## config.mk

```make
export PLATFORM = sky130hd
export DESIGN_NAME = znmi_arb
export DESIGN_NICKNAME = d
export VERILOG_FILES = /design/src/rtl/znmi_arb.sv
export SDC_FILE = /design/constraint.sdc
export NUM_CORES = 1
export LEC_CHECK = 0
export CORE_MARGIN = 4
export CORE_UTILIZATION = 35
export CTS_BUF_LIST = sky130_fd_sc_hd__clkbuf_16
export CTS_CLUSTER_SIZE = 30
export DETAILED_ROUTE_END_ITERATION = 6
export PLACE_DENSITY_LB_ADDON = 0.12
export RECOVER_POWER = 25
export SYNTH_ARGS = -nofsm -noshare
export SYNTH_HDL_FRONTEND = slang
export SYNTH_SLANG_ARGS = --single-unit
```

## constraint.sdc

```tcl
create_clock -name fclk -period 3.7 [get_ports fclk]
set_clock_uncertainty 0.15 [all_clocks]
set_input_delay 0.74 -clock fclk [delete_from_list [all_inputs] [get_ports fclk]]
set_output_delay 0.74 -clock fclk [all_outputs]
set_load 0.02 [all_outputs]
```

## src/rtl/znmi_arb.sv

```systemverilog
// ----------------------------------------------------------------------------
// znmi_arb
//
// Purpose:
//   Shares the single NMI generator (znmi) between several NMI requesters.
//   Each source's request is captured on its rising edge. Pending sources are
//   granted one at a time, in round-robin order. For each grant the arbiter
//   drives set_nmi[0] as a pulse with a clean falling edge. It waits for znmi
//   to confirm entry through in_nmi, and retries if entry does not come in
//   time. After the NMI handler exits, a quiet hold-off period is enforced
//   before the next grant.
//
// Ports:
//   fclk       in   1      system clock
//   rst_n      in   1      asynchronous active-low reset
//   req        in   NSRC   request levels, a rising edge is one request
//   req_en     in   NSRC   per-source enable, 0 drops/blocks that source
//   int_start  in   1      one-cycle strobe at INT start
//   in_nmi     in   1      znmi in_nmi status
//   set_nmi    out  2      to znmi set_nmi, bit0 used, bit1 constant 0
//   gnt_id     out  IDW    id of the source currently/last granted
//   ack        out  NSRC   one-cycle pulse, granted source entered NMI
//   fail       out  1      one-cycle pulse, grant abandoned after retries
//   busy       out  1      high in every state except IDLE
// ----------------------------------------------------------------------------
module znmi_arb #(
    parameter int IDW          = 2,
    parameter int PULSE_LEN    = 2,
    parameter int TMO_INTS     = 2,
    parameter int RETRIES      = 1,
    parameter int HOLDOFF_INTS = 1
) (
    input  logic                  fclk,
    input  logic                  rst_n,
    input  logic [(1<<IDW)-1:0]   req,
    input  logic [(1<<IDW)-1:0]   req_en,
    input  logic                  int_start,
    input  logic                  in_nmi,
    output logic [1:0]            set_nmi,
    output logic [IDW-1:0]        gnt_id,
    output logic [(1<<IDW)-1:0]   ack,
    output logic                  fail,
    output logic                  busy
);

    localparam int NSRC = 1 << IDW;

    localparam logic [3:0] PULSE_LEN_C = 4'(PULSE_LEN);
    localparam logic [3:0] TMO_C       = 4'(TMO_INTS);
    localparam logic [3:0] HOLD_C      = 4'(HOLDOFF_INTS);
    localparam logic [2:0] RETRIES_C   = 3'(RETRIES);

    typedef enum logic [2:0] {
        IDLE,
        PULSE,
        WAIT,
        SERVE,
        HOLD
    } state_t;

    state_t            state;
    logic              set_q;
    logic [NSRC-1:0]   req_r;
    logic [NSRC-1:0]   pend;
    logic [IDW-1:0]    rr_ptr;
    logic [3:0]        pulse_cnt;
    logic [3:0]        int_cnt;
    logic [2:0]        tries;

    logic [NSRC-1:0]   elig;
    logic              sel_valid;
    logic [IDW-1:0]    sel_id;
    logic [IDW-1:0]    cand;
    logic [NSRC-1:0]   gnt_onehot;
    logic              entered;
    logic              tmo_hit;
    logic              give_up;
    logic [NSRC-1:0]   pend_set;
    logic [NSRC-1:0]   pend_clr;

    assign set_nmi    = {1'b0, set_q};
    assign busy       = (state != IDLE);
    assign elig       = pend & req_en;
    assign gnt_onehot = NSRC'(1) << gnt_id;

    // The WAIT-state decisions are shared by the FSM and the pending-request
    // bookkeeping, so both always see the same ack/fail outcome.
    assign entered  = (state == WAIT) && in_nmi;
    assign tmo_hit  = int_start && ((int_cnt + 4'd1) >= TMO_C);
    assign give_up  = (state == WAIT) && !in_nmi && tmo_hit && (tries >= RETRIES_C);

    // Round-robin pick: the scan runs from the farthest offset down to offset
    // zero. The candidate closest to rr_ptr is written last, so it wins.
    always_comb begin
        sel_valid = 1'b0;
        sel_id    = rr_ptr;
        cand      = rr_ptr;
        for (int k = NSRC - 1; k >= 0; k--) begin
            cand = rr_ptr + IDW'(k);
            if (elig[cand]) begin
                sel_valid = 1'b1;
                sel_id    = cand;
            end
        end
    end

    // A new edge is set in the same cycle that the grant's entry or abandonment
    // clears the bit. The set wins, so a request raised during a grant is kept.
    assign pend_set = req & ~req_r & req_en;
    assign pend_clr = ~req_en
                    | (entered ? gnt_onehot : '0)
                    | (give_up ? gnt_onehot : '0);

    // Request capture and pending bookkeeping.
    always_ff @(posedge fclk or negedge rst_n) begin
        if (!rst_n) begin
            req_r <= '0;
            pend  <= '0;
        end else begin
            req_r <= req;
            pend  <= (pend & ~pend_clr) | pend_set;
        end
    end

    // Main scheduler FSM. The set_nmi pulse, ack and fail are all registered.
    always_ff @(posedge fclk or negedge rst_n) begin
        if (!rst_n) begin
            state     <= IDLE;
            set_q     <= 1'b0;
            gnt_id    <= '0;
            ack       <= '0;
            fail      <= 1'b0;
            rr_ptr    <= '0;
            pulse_cnt <= '0;
            int_cnt   <= '0;
            tries     <= '0;
        end else begin
            ack  <= '0;
            fail <= 1'b0;
            case (state)
                IDLE: begin
                    if (sel_valid && !in_nmi) begin
                        gnt_id    <= sel_id;
                        tries     <= '0;
                        set_q     <= 1'b1;
                        pulse_cnt <= 4'd1;
                        state     <= PULSE;
                    end
                end
                PULSE: begin
                    if (pulse_cnt < PULSE_LEN_C) begin
                        pulse_cnt <= pulse_cnt + 4'd1;
                    end else begin
                        set_q   <= 1'b0;
                        int_cnt <= '0;
                        state   <= WAIT;
                    end
                end
                WAIT: begin
                    if (in_nmi) begin
                        ack   <= gnt_onehot;
                        state <= SERVE;
                    end else if (tmo_hit) begin
                        int_cnt <= '0;
                        if (tries < RETRIES_C) begin
                            tries     <= tries + 3'd1;
                            set_q     <= 1'b1;
                            pulse_cnt <= 4'd1;
                            state     <= PULSE;
                        end else begin
                            fail   <= 1'b1;
                            rr_ptr <= gnt_id + IDW'(1);
                            state  <= IDLE;
                        end
                    end else if (int_start) begin
                        int_cnt <= int_cnt + 4'd1;
                    end
                end
                SERVE: begin
                    if (!in_nmi) begin
                        rr_ptr  <= gnt_id + IDW'(1);
                        int_cnt <= '0;
                        state   <= (HOLDOFF_INTS == 0) ? IDLE : HOLD;
                    end
                end
                HOLD: begin
                    if (int_start) begin
                        if ((int_cnt + 4'd1) >= HOLD_C) begin
                            int_cnt <= '0;
                            state   <= IDLE;
                        end else begin
                            int_cnt <= int_cnt + 4'd1;
                        end
                    end
                end
                default: begin
                    set_q <= 1'b0;
                    state <= IDLE;
                end
            endcase
        end
    end

endmodule

```

Word-level counts from Yosys, hierarchy flattened:

Index checks and enable logic that the tools add are counted.

* bits in registers: 32
* output and inout bits: 10
* word-level logic and storage cells: 139

* $add $sub $neg: 7
* order comparisons: 9
* equality and inequality tests: 16
* shift-type cells: 1
* muxes and demuxes: 63
* bitwise logic cells: 11
* reductions and logical operators: 21

Operators by type and width (number)
* $mux W4: 16
* $mux W3: 11
* $reduce_and A6 Y1: 4
* $mux W1: 18
* $ne A2 B2 Y1 const B: 9
* $and A4 B4 Y4: 4
* $mux W2: 8
* $pmux W4 S4: 1
* $pmux W3 S5: 1
* $lt A2 B3 Y1 const B: 4
* $not A4 Y4: 3
* $or A4 B4 Y4: 3
* $pmux W4 S3: 1
* $reduce_and A5 Y1: 2
* $add A4 B1 Y4 const B: 2
* $bmux W1 S2: 4
* $eq A3 B2 Y1 const B: 2
* $logic_and A1 B1 Y1: 6
* $ne A3 B3 Y1 const B: 2
* $pmux W3 S2: 1
* $reduce_bool A3 Y1: 2
* $add A2 B1 Y2 const B: 2
* $add A2 B2 Y2 const B: 2
* $ge A4 B1 Y1 const B: 1
* other kinds (18): 19

Longest topological paths before layout:

* word-level depth: 10
* mapped depth: 7
* mapped depth without buffers: 7

Worst setup path after synthesis:

No wires, ideal clock.

* kind: flip-flop to flip-flop
* start: register int_cnt[0]
* end: register tries[1]
* library setup time: 0.125 ns
* data arrival time: 1.941 ns
* data required time: 3.425 ns
* slack: 1.483 ns
* stages on the path, launching flop included: 7
* path buffers: 0
* period minus slack after synthesis: 2.217 ns
* cell sequence: dfrtp_1 > ha_1 > and4_1 > o211ai_2 > a31oi_1 > nor4b_4 > mux2_4

* longest elaborated chain between the ends: 5

Ends and longest elaborated chain
* start: declaration: line 67 `logic [3:0] int_cnt;`
* start signal: assignment: line 176 `int_cnt <= int_cnt + 4'd1;`
* start signal: assignment: line 192 `int_cnt <= int_cnt + 4'd1;`
* $add A4 B1 Y4: line 89 `assign tmo_hit = int_start && ((int_cnt + 4'd1) >= TMO_C);`
* $ge A4 B2 Y1: line 89
* $logic_and A1 B1 Y1: line 89
* $ne A2 B2 Y1 (no line)
* $reduce_and A5 Y1 (no line)
* end signal: assignment: line 166 `tries <= tries + 3'd1;`
* end: declaration: line 68 `logic [2:0] tries;`

No other way between the ends.
A chain may end at the register's enable or synchronous reset.

Worst setup path after layout:

* start: register state[0]
* end: output busy

* longest elaborated chain between the ends: 1

Ends and longest elaborated chain
* start: declaration: line 61 `state_t state;`
* start signal: assignment: line 183 `state <= (HOLDOFF_INTS == 0) ? IDLE : HOLD;`
* $reduce_bool A3 Y1: line 82 `assign busy = (state != IDLE);`
* end: declaration: line 43 `output logic busy`

No other way between the ends.

==> metrics.log <==
[metrics] fraction of layout cells with a size suffix above 1: 0.0874
[metrics] drc violations: 0
[metrics] post-route setup TNS: 0 ns
[metrics] final std cell area, no fill: 0.00221 mm^2
[metrics] Data required, critical path: ~2.8 ns
[metrics] final antenna diode count: 0
[metrics] hold-critical path depth: 1
[metrics] Main synth FF type: dfrtp_1
[metrics] via count of the first global-routing pass: 1486
[metrics] violated checks: max-capacitance violations, max-slew violations
[metrics] CTS tree: done
[metrics] Critical R2R Capture: pend[0]
[metrics] headroom to the max-slew limit: -0.163
[metrics] total detailed-routing wirelength: between 4000 and 5000 um
[metrics] total placed instance area: 0.00208 mm^2
[metrics] leading cell types by total area after synthesis: dfrtp_1, ha_1, nor2b_1
[metrics] unrepaired setup endpoints after global routing: false
[metrics] Critical Path Start Type: flop
[metrics] via density per instance: between 5 and 6
[metrics] Power Dens Cells: 732 mW/mm^2
[metrics] violation count after the first detailed-route iteration: 76
[metrics] number of resized instances in the post-cts repair step: 0
[metrics] endpoint of the worst hold-timing path: set_q
[metrics] number of clock sinks: 32
[metrics] placed cell count: 268
[metrics] starting density of the core: 0.359
[metrics] Post-Synthesis Mean Instance Area: about 10 um^2
[metrics] hold-fix buffer count after cts: 0
[metrics] Post-CTS Setup Bufs: 0
[metrics] post-route ant nets: 0
[metrics] Cell variety after synth: 53
[metrics] crit path time final: ~2.7 ns
[metrics] antenna violations before repair: 0
[metrics] Max Cap Violations: 1
[metrics] count of TritonRoute iterations in the first routing pass: 6
[metrics] IR Drop Worst-Case VDD: between 300 and 400 uV
[metrics] leading cell types in the layout, fill and taps excluded: dfrtp_1, clkdlybuf4s50_1
[metrics] number of buffers created by CTS: 5
[metrics] placeable core region: 0.00507 mm^2
[metrics] via count: roughly 1500
[metrics] depth of the worst register-to-register path: 6
[metrics] top cell type's share of synthesized area: 0.439
[metrics] outcome: complete, but fails checks
[metrics] actual transition at the worst max-transition pin: about 1.7 ns
[metrics] Post-Syn Nets: 207
[metrics] R2R Setup Slk: 1.21 ns
[metrics] worst-skew pair later-pin latency: 0.27 ns
[metrics] total of buffers placed on input and output ports: 20
[metrics] critical-path maximum fanout: 14
[metrics] Async SR Flop Fraction: 1.00
[metrics] clock edge transition at the registers on the reported setup and hold paths: 0.05 ns
[metrics] first-pass GRT wire length: 7220 um
[metrics] endpoints failing hold: 0
[metrics] share of the yosys chip area belonging to registers: 0.439
[metrics] Period Utilization, post-route: 0.741
[metrics] Final Non-Filler Cells: 276
[metrics] floorplan row count: 26
[metrics] HPWL Detailed: between 2000 and 3000 um
[metrics] beginning of the worst register-to-register path: int_cnt[0]
[metrics] top-level I/O count: 22
[metrics] relative area change from synthesis to final layout: 21.3%
[metrics] Chip Height: 80.2 um
[metrics] gate count after technology mapping: 185
[metrics] synthesized area: 0.00182 mm^2
[metrics] total of flip-flops plus latches after synthesis: 32
[metrics] Achievable Freq: 0.365 GHz
[metrics] root buf cell: clkbuf_16
[metrics] count of flip-flops with a built-in enable after synthesis: 0
[metrics] Die Outline Area: ~0.0064 mm^2
[metrics] detailed-route wire length per cell: 14.6 um
[metrics] buffer levels on the longest clock path: 2
[metrics] Chip Width: 80.2 um
[metrics] pin count of the biggest net entering global routing: 33
[metrics] Routability Congestion: 0.809
[metrics] class of the most critical setup path: flop to output port
[metrics] Pins Over Slew Limit: 33
[metrics] GRT Residual Overflow: 0
[metrics] total setup violations reported at the end of the flow: 0
[metrics] number of filler instances in the final layout: between 500 and 600
[metrics] reported leakage power: roughly 0.97 nW
[metrics] H-tree depth: 2
[metrics] YS warnings: 0
[metrics] net total in the final layout: roughly 230
[metrics] commonest non-fill, non-tap cell in the layout: dfrtp_1
[metrics] WP data arrival: 1.85 ns
[metrics] worst min path class: flop to flop
[metrics] endpoint kind of the worst setup timing path: output port
[metrics] GRT Util Overall: 0.144
[metrics] post-synth top area cell: dfrtp_1
[metrics] Hold Startpoint: set_q
-- per-stage QoR --
stage	setup WS [ns]	util	power (mW)	hold slack, ns
floorplan	1.48	-	1.05	0.294
global placement	0.876	0.410	1.24	0.339
detailed placement	0.768	0.410	1.25	0.347
CTS	0.964	0.437	1.64	0.358
global route	0.600	0.436	1.76	0.375
finish	0.957	0.436	1.62	0.347
-- worst max-delay path by stage --
stage                from   endpoint  slack [ns]  depth (start not counted)
6_report         state[0]       busy        0.96                          2
3_5_place_dp       in_nmi   tries[1]        0.77                          5
3_3_place_gp       in_nmi   tries[1]        0.88                          5
5_1_grt             rst_n  gnt_id[1]        0.60                          2
2_1_floorplan  int_cnt[0]   tries[1]        1.48                          6
4_1_cts          state[0]       busy        0.96                          2
-- sequential cells by signal, summed over array words and instances (netlist names) --
signal and flops:
req_r 4, fail 1, gnt_id 2, tries 3, set_q 1, ack 4
pulse_cnt 4, rr_ptr 2, state 3, pend 4, int_cnt 4
-- Yosys cell counts, drive strengths merged (2+ instances only) --
cell    count
nand2      12
a31oi      11
nor3b       2
nor2b      12
o21ai      15
dfrtp      32
or3         3
clkbuf      5
inv         7
nand3b      2
and2        4
buf         3
nand3       3
nor2       12
a311o       2
nor3        4
a21oi       6
mux2        3
a22o        2
o21a        2
nand2b      3
and3        7
ha         10
o22ai       3
-- layout make-up --
| type | count | area [um^2] | area share |
|---|---|---|---|
| clock inverters | 3 | 11.3 | 0.00509 |
| repair buffers | 21 | 204 | 0.0922 |
| inverters | 7 | 26.3 | 0.0119 |
| well taps | 70 | 87.6 | 0.0396 |
| clock buffers | 5 | 125 | 0.0566 |
| multi-input cells | 138 | 957 | 0.433 |
| flip-flops and latches | 32 | 801 | 0.362 |
-- routing by layer --
layer	GRT usage	wire, um
met2	0.224	1790
met4	0.0473	59
met5	0	0
met3	0.0404	195
met1	0.193	1980
-- where the power goes --
group          switching (mW)  internal [mW]
Clock                   0.137          0.241
Sequential              0.121          0.435
Combinational           0.375          0.311
-- critical path, stage by stage (launching register included) --
cell and delay [ns]:
dfrtp_1 0.52, or3_1 0.49, clkdlybuf4s50_1 0.57
-- kinds of logic after synthesis --
logic type | count (synthesis) | synth area share
other | 1 | 0.00206
adder cells (fa/ha/maj) | 10 | 0.0686
multiplexers | 4 | 0.0261
AO/OA/AOI/OAI | 54 | 0.207
XOR/XNOR | 1 | 0.00481
buffers and inverters | 15 | 0.0357
flip-flops | 32 | 0.439
AND/OR/NAND/NOR | 68 | 0.216
(Power assumes the default switching activity.)
